<file path="config.mk">
export PLATFORM = sky130hd
export DESIGN_NAME = control_sequencer_flat
export DESIGN_NICKNAME = d
export VERILOG_FILES = /design/src/rtl/control_sequencer_if.sv /design/src/rtl/control_sequencer.sv /design/src/flat_wrapper.sv
export SDC_FILE = /design/constraint.sdc
export NUM_CORES = 1
export LEC_CHECK = 0
export ABC_AREA = 1
export BUFFER_PORTS_ARGS = -buffer_cell sky130_fd_sc_hd__buf_2
export CORE_ASPECT_RATIO = 1.5
export CORE_UTILIZATION = 34
export DETAILED_ROUTE_END_ITERATION = 8
export PLACE_DENSITY = 0.6
export SYNTH_ARGS = -nofsm -noshare
export SYNTH_HDL_FRONTEND = slang
export SYNTH_SLANG_ARGS = --single-unit
</file>
<file path="constraint.sdc">
create_clock -name clk_i -period 3.2 [get_ports clk_i]
set_input_delay 0.64 -clock clk_i [delete_from_list [all_inputs] [get_ports clk_i]]
set_output_delay 0.64 -clock clk_i [all_outputs]
set_load 0.02 [all_outputs]
</file>
<file path="src/rtl/control_sequencer_if.sv">
// Control bundle between the sequencer and the datapath: run/IR in,
// strobes, register selects, ALU opcode and status out.
interface control_sequencer_if #(
    parameter int CNT_W = 16
);
    logic             Run;
    logic [31:0]      IR;
    logic             PCout, MARin, IncPC, Zin, Zlowout, Zhighout, PCin;
    logic             Read, MDRin, MDRout, IRin, Yin, HIin, LOin;
    logic [15:0]      Rin;
    logic [15:0]      Rout;
    logic [4:0]       opcode;
    logic             Done;
    logic             Halted;
    logic [CNT_W-1:0] Instr_count;

    modport master (
        input  Run, IR,
        output PCout, MARin, IncPC, Zin, Zlowout, Zhighout, PCin,
               Read, MDRin, MDRout, IRin, Yin, HIin, LOin,
               Rin, Rout, opcode, Done, Halted, Instr_count
    );

    modport slave (
        output Run, IR,
        input  PCout, MARin, IncPC, Zin, Zlowout, Zhighout, PCin,
               Read, MDRin, MDRout, IRin, Yin, HIin, LOin,
               Rin, Rout, opcode, Done, Halted, Instr_count
    );
endinterface

</file>
<file path="src/rtl/control_sequencer.sv">
// Hardwired fetch/decode/execute sequencer. Controls are decoded from the
// state register (plus IR fields for register selects), so clear zeroes them at once.
module control_sequencer #(
    parameter int MEM_WAIT = 0,
    parameter int CNT_W    = 16
) (
    input  logic                clk_i,
    input  logic                clear_i,
    control_sequencer_if.master bus
);
    typedef enum logic [3:0] {
        S_IDLE, S_T0, S_T1, S_T2, S_T3, S_T4, S_T5, S_T6, S_HALT
    } state_e;

    localparam logic [2:0] WAIT_LAST = 3'(MEM_WAIT);

    state_e           state_q;
    logic [2:0]       wait_q;
    logic [CNT_W-1:0] cnt_q;

    logic [4:0] opc;
    logic [3:0] ra, rb, rc;
    logic       is_alu3, is_muldiv, is_halt, is_nop;
    logic       end_instr;
    logic       unused_ir;

    assign opc       = bus.IR[31:27];
    assign ra        = bus.IR[26:23];
    assign rb        = bus.IR[22:19];
    assign rc        = bus.IR[18:15];
    assign unused_ir = ^bus.IR[14:0];

    assign is_alu3   = (opc >= 5'd3) && (opc <= 5'd10);
    assign is_muldiv = (opc == 5'd15) || (opc == 5'd16);
    assign is_halt   = (opc == 5'd27);
    assign is_nop    = !(is_alu3 || is_muldiv || is_halt);

    // T5 retires anything that is not mul/div, so Done and the next state agree.
    assign end_instr = ((state_q == S_T2) && is_nop)
                    || ((state_q == S_T5) && !is_muldiv)
                    ||  (state_q == S_T6);

    always_ff @(posedge clk_i or posedge clear_i) begin
        if (clear_i) begin
            state_q <= S_IDLE;
            wait_q  <= 3'd0;
            cnt_q   <= '0;
        end else begin
            if (end_instr)
                cnt_q <= cnt_q + 1'b1;
            case (state_q)
                S_IDLE: if (bus.Run) state_q <= S_T0;
                S_T0: begin
                    state_q <= S_T1;
                    wait_q  <= 3'd0;
                end
                S_T1: begin
                    if (wait_q == WAIT_LAST) begin
                        state_q <= S_T2;
                        wait_q  <= 3'd0;
                    end else begin
                        wait_q  <= wait_q + 3'd1;
                    end
                end
                S_T2: begin
                    if (is_nop)       state_q <= bus.Run ? S_T0 : S_IDLE;
                    else if (is_halt) state_q <= S_HALT;
                    else              state_q <= S_T3;
                end
                S_T3: state_q <= S_T4;
                S_T4: state_q <= S_T5;
                S_T5: begin
                    if (is_muldiv) state_q <= S_T6;
                    else           state_q <= bus.Run ? S_T0 : S_IDLE;
                end
                S_T6:   state_q <= bus.Run ? S_T0 : S_IDLE;
                S_HALT: state_q <= S_HALT;
                default: state_q <= S_IDLE;
            endcase
        end
    end

    always_comb begin
        bus.PCout    = 1'b0;
        bus.MARin    = 1'b0;
        bus.IncPC    = 1'b0;
        bus.Zin      = 1'b0;
        bus.Zlowout  = 1'b0;
        bus.Zhighout = 1'b0;
        bus.PCin     = 1'b0;
        bus.Read     = 1'b0;
        bus.MDRin    = 1'b0;
        bus.MDRout   = 1'b0;
        bus.IRin     = 1'b0;
        bus.Yin      = 1'b0;
        bus.HIin     = 1'b0;
        bus.LOin     = 1'b0;
        bus.Rin      = 16'h0000;
        bus.Rout     = 16'h0000;
        bus.opcode   = 5'd0;
        bus.Halted   = 1'b0;
        case (state_q)
            S_T0: begin
                bus.PCout = 1'b1;
                bus.MARin = 1'b1;
                bus.IncPC = 1'b1;
                bus.Zin   = 1'b1;
            end
            // PC writeback on the first wait cycle, MDR capture on the last.
            S_T1: begin
                bus.Read    = 1'b1;
                bus.Zlowout = (wait_q == 3'd0);
                bus.PCin    = (wait_q == 3'd0);
                bus.MDRin   = (wait_q == WAIT_LAST);
            end
            S_T2: begin
                bus.MDRout = 1'b1;
                bus.IRin   = 1'b1;
            end
            S_T3: begin
                bus.Rout[rb] = 1'b1;
                bus.Yin      = 1'b1;
            end
            S_T4: begin
                bus.Rout[rc] = 1'b1;
                bus.opcode   = opc;
                bus.Zin      = 1'b1;
            end
            S_T5: begin
                bus.Zlowout = 1'b1;
                if (is_muldiv) bus.LOin    = 1'b1;
                else           bus.Rin[ra] = 1'b1;
            end
            S_T6: begin
                bus.Zhighout = 1'b1;
                bus.HIin     = 1'b1;
            end
            S_HALT: bus.Halted = 1'b1;
            default: ;
        endcase
    end

    assign bus.Done        = end_instr;
    assign bus.Instr_count = cnt_q;
endmodule

</file>
<file path="src/flat_wrapper.sv">
// flat-port wrapper written by rule: the top's interface ports become plain ports
module control_sequencer_flat 
#(
    parameter int MEM_WAIT = 0,
    parameter int CNT_W    = 16
)
  (clk_i, clear_i, bus_Run, bus_IR, bus_PCout, bus_MARin, bus_IncPC, bus_Zin, bus_Zlowout, bus_Zhighout, bus_PCin, bus_Read, bus_MDRin, bus_MDRout, bus_IRin, bus_Yin, bus_HIin, bus_LOin, bus_Rin, bus_Rout, bus_opcode, bus_Done, bus_Halted, bus_Instr_count);
  control_sequencer_if #(.CNT_W(CNT_W)) bus_i ();
  input  logic clk_i;
  input  logic clear_i;
  input wire logic [$bits(bus_i.Run)-1:0] bus_Run;
  input wire logic [$bits(bus_i.IR)-1:0] bus_IR;
  output wire logic [$bits(bus_i.PCout)-1:0] bus_PCout;
  output wire logic [$bits(bus_i.MARin)-1:0] bus_MARin;
  output wire logic [$bits(bus_i.IncPC)-1:0] bus_IncPC;
  output wire logic [$bits(bus_i.Zin)-1:0] bus_Zin;
  output wire logic [$bits(bus_i.Zlowout)-1:0] bus_Zlowout;
  output wire logic [$bits(bus_i.Zhighout)-1:0] bus_Zhighout;
  output wire logic [$bits(bus_i.PCin)-1:0] bus_PCin;
  output wire logic [$bits(bus_i.Read)-1:0] bus_Read;
  output wire logic [$bits(bus_i.MDRin)-1:0] bus_MDRin;
  output wire logic [$bits(bus_i.MDRout)-1:0] bus_MDRout;
  output wire logic [$bits(bus_i.IRin)-1:0] bus_IRin;
  output wire logic [$bits(bus_i.Yin)-1:0] bus_Yin;
  output wire logic [$bits(bus_i.HIin)-1:0] bus_HIin;
  output wire logic [$bits(bus_i.LOin)-1:0] bus_LOin;
  output wire logic [$bits(bus_i.Rin)-1:0] bus_Rin;
  output wire logic [$bits(bus_i.Rout)-1:0] bus_Rout;
  output wire logic [$bits(bus_i.opcode)-1:0] bus_opcode;
  output wire logic [$bits(bus_i.Done)-1:0] bus_Done;
  output wire logic [$bits(bus_i.Halted)-1:0] bus_Halted;
  output wire logic [$bits(bus_i.Instr_count)-1:0] bus_Instr_count;
  assign bus_i.Run = bus_Run;
  assign bus_i.IR = bus_IR;
  assign bus_PCout = bus_i.PCout;
  assign bus_MARin = bus_i.MARin;
  assign bus_IncPC = bus_i.IncPC;
  assign bus_Zin = bus_i.Zin;
  assign bus_Zlowout = bus_i.Zlowout;
  assign bus_Zhighout = bus_i.Zhighout;
  assign bus_PCin = bus_i.PCin;
  assign bus_Read = bus_i.Read;
  assign bus_MDRin = bus_i.MDRin;
  assign bus_MDRout = bus_i.MDRout;
  assign bus_IRin = bus_i.IRin;
  assign bus_Yin = bus_i.Yin;
  assign bus_HIin = bus_i.HIin;
  assign bus_LOin = bus_i.LOin;
  assign bus_Rin = bus_i.Rin;
  assign bus_Rout = bus_i.Rout;
  assign bus_opcode = bus_i.opcode;
  assign bus_Done = bus_i.Done;
  assign bus_Halted = bus_i.Halted;
  assign bus_Instr_count = bus_i.Instr_count;
  control_sequencer #(.MEM_WAIT(MEM_WAIT), .CNT_W(CNT_W)) u_core (.clk_i(clk_i), .clear_i(clear_i), .bus(bus_i));
endmodule
</file>
==> results.json <==
{
  "status": "finished, final reports clean",
  "end_kind": "output port",
  "critPathMaxFanout": 8,
  "critPathLaunchType": "flip-flop",
  "synth_fp_nets": 348,
  "critPathLaunch": "u_core.state_q[3]",
  "yosys.area.top_type": "dfrtp_1",
  "coreArea_sq_um": 5492,
  "finalMaxSlewViolations": 0,
  "arrival_ns": 1.80,
  "hold_viol_final": 0,
  "final_nets": 435,
  "syn_area_per_cell_sq_um": 6.296,
  "fillers": 597,
  "cts.clk_slew.worst_paths_ns": 0.09,
  "cpMaxStageDelayCell": "dfrtp_1",
  "crit_family": "simple AND/OR/NAND/NOR gates",
  "r2r_cells": 9,
  "first_pass_iters": 4,
  "postLayoutSetupSlackWorst_ns": 0.7553,
  "grt_max_degree": 24,
  "core.rowCount": 33,
  "drt-total-wl_microns": 5055,
  "p_sw_uw": 620.5,
  "grt_setup_unrepaired": "false",
  "rr_startpoint": "u_core.state_q[3]",
  "critPathKind": "reg2out",
  "relSlewSlack_pct": 39.82,
  "synth_top_area_share_pct": 29.49,
  "clockBufferDepth": 2,
  "synth.distinct_cells": 26,
  "grt_overflow": 0,
  "n_antenna_cell": 0,
  "ys_warn_count": 0,
  "synth_area_leaders": "dfrtp_1 29%, nand2_1 17%, inv_1 9.8%",
  "comb_power_share_pct": 52.8,
  "max-vdd-ir-drop_mv": 0.3494,
  "drtAntennaViolNets": 0,
  "register_area_sq_um": 575.6,
  "syn-cell-area_sq_um": 1952,
  "cp_cell_sequence": "nor2_2 -> nand2_1 -> inv_1 -> nand3_1 -> o22ai_1 -> buf_2",
  "grt_pass1_wl_microns": 8542,
  "die_w_microns": 63.87,
  "fp.dieH_microns": 94.80,
  "skew_ns": 0.005356,
  "setup_viol": 0,
  "die-area_sq_um": 6054,
  "antenna_found_initial": 0,
  "grt.total_usage_pct": 17.39,
  "post_drt_wl_per_cell_microns": 10.85,
  "drive_above_1_share_pct": 28.79,
  "netlist_top_cells_count": "87 x nand2_1, 51 x inv_1, 50 x nor2_1",
  "cts_tree": "done",
  "synthToLayoutAreaGrowth_pct": 26.67,
  "clk_latency_ns": 0.27,
  "place_congestion": 0.8016,
  "cts-root-buf": "clkbuf_8",
  "ctsHoldBuffers": 0,
  "critPathCapture": "bus_Rout[7]",
  "power_leakage_uw": 0.001428,
  "num_vias": 2206,
  "fin_setup_tns_ns": 0,
  "clkPwrFrac_pct": 15.4,
  "r2r-end": "u_core.bus.Instr_count[11]",
  "ys_ff_latch": 23,
  "post_drt_via_cell_ratio": 4.734,
  "synth_flop_cell": "dfrtp_1",
  "synth_edf_count": 0,
  "max_freq_mhz": 409.1,
  "power_density_nw_per_um2": 500.2,
  "pre_cts_ws_ns": 0.8031,
  "path_depth": 6,
  "first_iter_violations": 87,
  "cp_num_buf_inv": 2,
  "cts_resized": 0,
  "worstMarginPinSlew_ns": 0.9016,
  "yosysMostFrequentCell": "nand2_1",
  "power.internal_uw": 616.2,
  "initial_utilization_pct": 35.54,
  "remaining_drc_errors": 0,
  "worstPathRequired_ns": 2.56,
  "cts_setup_buffers": 0,
  "async_flop_share_pct": 100.0,
  "h-tree-depth": 1,
  "syn_inst": 310,
  "cts.sinks": 23,
  "switching_share_pct": 50.17,
  "sequentialPowerShare_pct": 31.8,
  "ioPinCount": 104,
  "slowest_delay_ns": 0.44,
  "min_period_ns": 2.445,
  "port_buffers": 88,
  "max_cap_violations": 0,
  "grt_pass1_vias": 2034,
  "cts_made_buffers": 3,
  "hp-class": "in2async",
  "yosysSeqAreaShare_pct": 29.49,
  "hpwl_microns": 4119,
  "multi_input_area_sq_um": 1114,
  "min_period_over_period_pct": 76.40,
  "r2r_setup_slack_ns": 1.40
}
[layer usage]
layer,global-route usage [%],up-vias,wire [microns]
met5,0,-,0
met4,5.492,0,63
met3,2.295,7,292
met2,34.40,82,2650
met1,18.52,980,2048
li1,-,1137,-
[registers in the layout, summed over array words and instances (netlist names)]
| register | flops |
|---|---|
| u_core.state_q | 4 |
| u_core.bus.Instr_count | 16 |
| u_core.wait_q | 3 |
[worst register-to-register path: cells and delay by family, from the launching register on]
| kind | cells | cell delay [ns] |
|---|---|---|
| buffers and inverters | 2 | 0.46 |
| AND/OR/NAND/NOR | 7 | 0.81 |
| flip-flops | 1 | 0.44 |
[cell families after synthesis]
| kind of cell | Yosys count | share of synthesized area [%] |
|---|---|---|
| AOI/OAI and AO/OA | 32 | 10.58 |
| xor gates and xnor gates | 12 | 5.385 |
| adders and majority gates | 3 | 1.923 |
| buffers and inverters | 60 | 13.46 |
| DFF | 23 | 29.49 |
| and+or+nand+nor | 180 | 39.17 |
[through the flow]
step           area (sq um)  hold WS, ns  std cells  util, %  total power (uW)
2_1_floorplan          1952       0.4861        310        -             903.7
3_3_place_gp           2424       0.5308        462    44.13              1053
3_5_place_dp           2424       0.5411        462    44.13              1057
4_1_cts                2472       0.5569        466    45.02              1255
5_1_grt                2472       0.6072        466    45.02              1340
6_report               2472       0.5475        466    45.02              1237
[power groups by stage]
stage / registers (uW) / logic (uW) / clock network [uW]
after global routing: 402 / 726 / 212
final: 393 / 653 / 191
after CTS: 394 / 662 / 199
after detailed placement: 398 / 660 / 0
after global placement: 398 / 654 / 0
after floorplan: 416 / 488 / 0
[worst min-delay path by stage]
stage                     start                   endpoint  cells after the start
6_report                clear_i  u_core.bus.Instr_count[0]                      2
5_1_grt        u_core.wait_q[0]           u_core.wait_q[0]                      1
4_1_cts        u_core.wait_q[0]           u_core.wait_q[0]                      1
3_5_place_dp   u_core.wait_q[0]           u_core.wait_q[0]                      1
3_3_place_gp   u_core.wait_q[0]           u_core.wait_q[0]                      1
2_1_floorplan  u_core.wait_q[0]           u_core.wait_q[0]                      1
[cell type report]
cell class,count,share of cell area (%)
Tap cell,70,3.543
Multi-Input combinational cell,227,45.04
Clock inverter,1,0.3036
Clock buffer,3,1.670
Sequential cell,23,23.28
Timing Repair Buffer,89,18.12
Inverter,53,8.047
[layout by cell type (no fill, tap or decap)]
cell / n
nand2_2: 4
xnor2_1: 8
nand3_4: 1
nand3_1: 22
o21ai_0: 7
clkbuf_8: 3
o21ai_1: 1
buf_4: 1
buf_2: 88
a21oi_1: 2
nor2_1: 50
inv_2: 1
nor3_1: 5
nand2_1: 87
ha_1: 3
xor2_1: 4
nand3_2: 1
o22ai_1: 14
nand4_1: 3
dfrtp_1: 23
o31ai_1: 1
o21ai_2: 7
clkinvlp_4: 1
clkinv_1: 1
inv_1: 51
nor2_2: 6
or2_2: 1
Note: power is estimated with default switching activity, not from simulation.
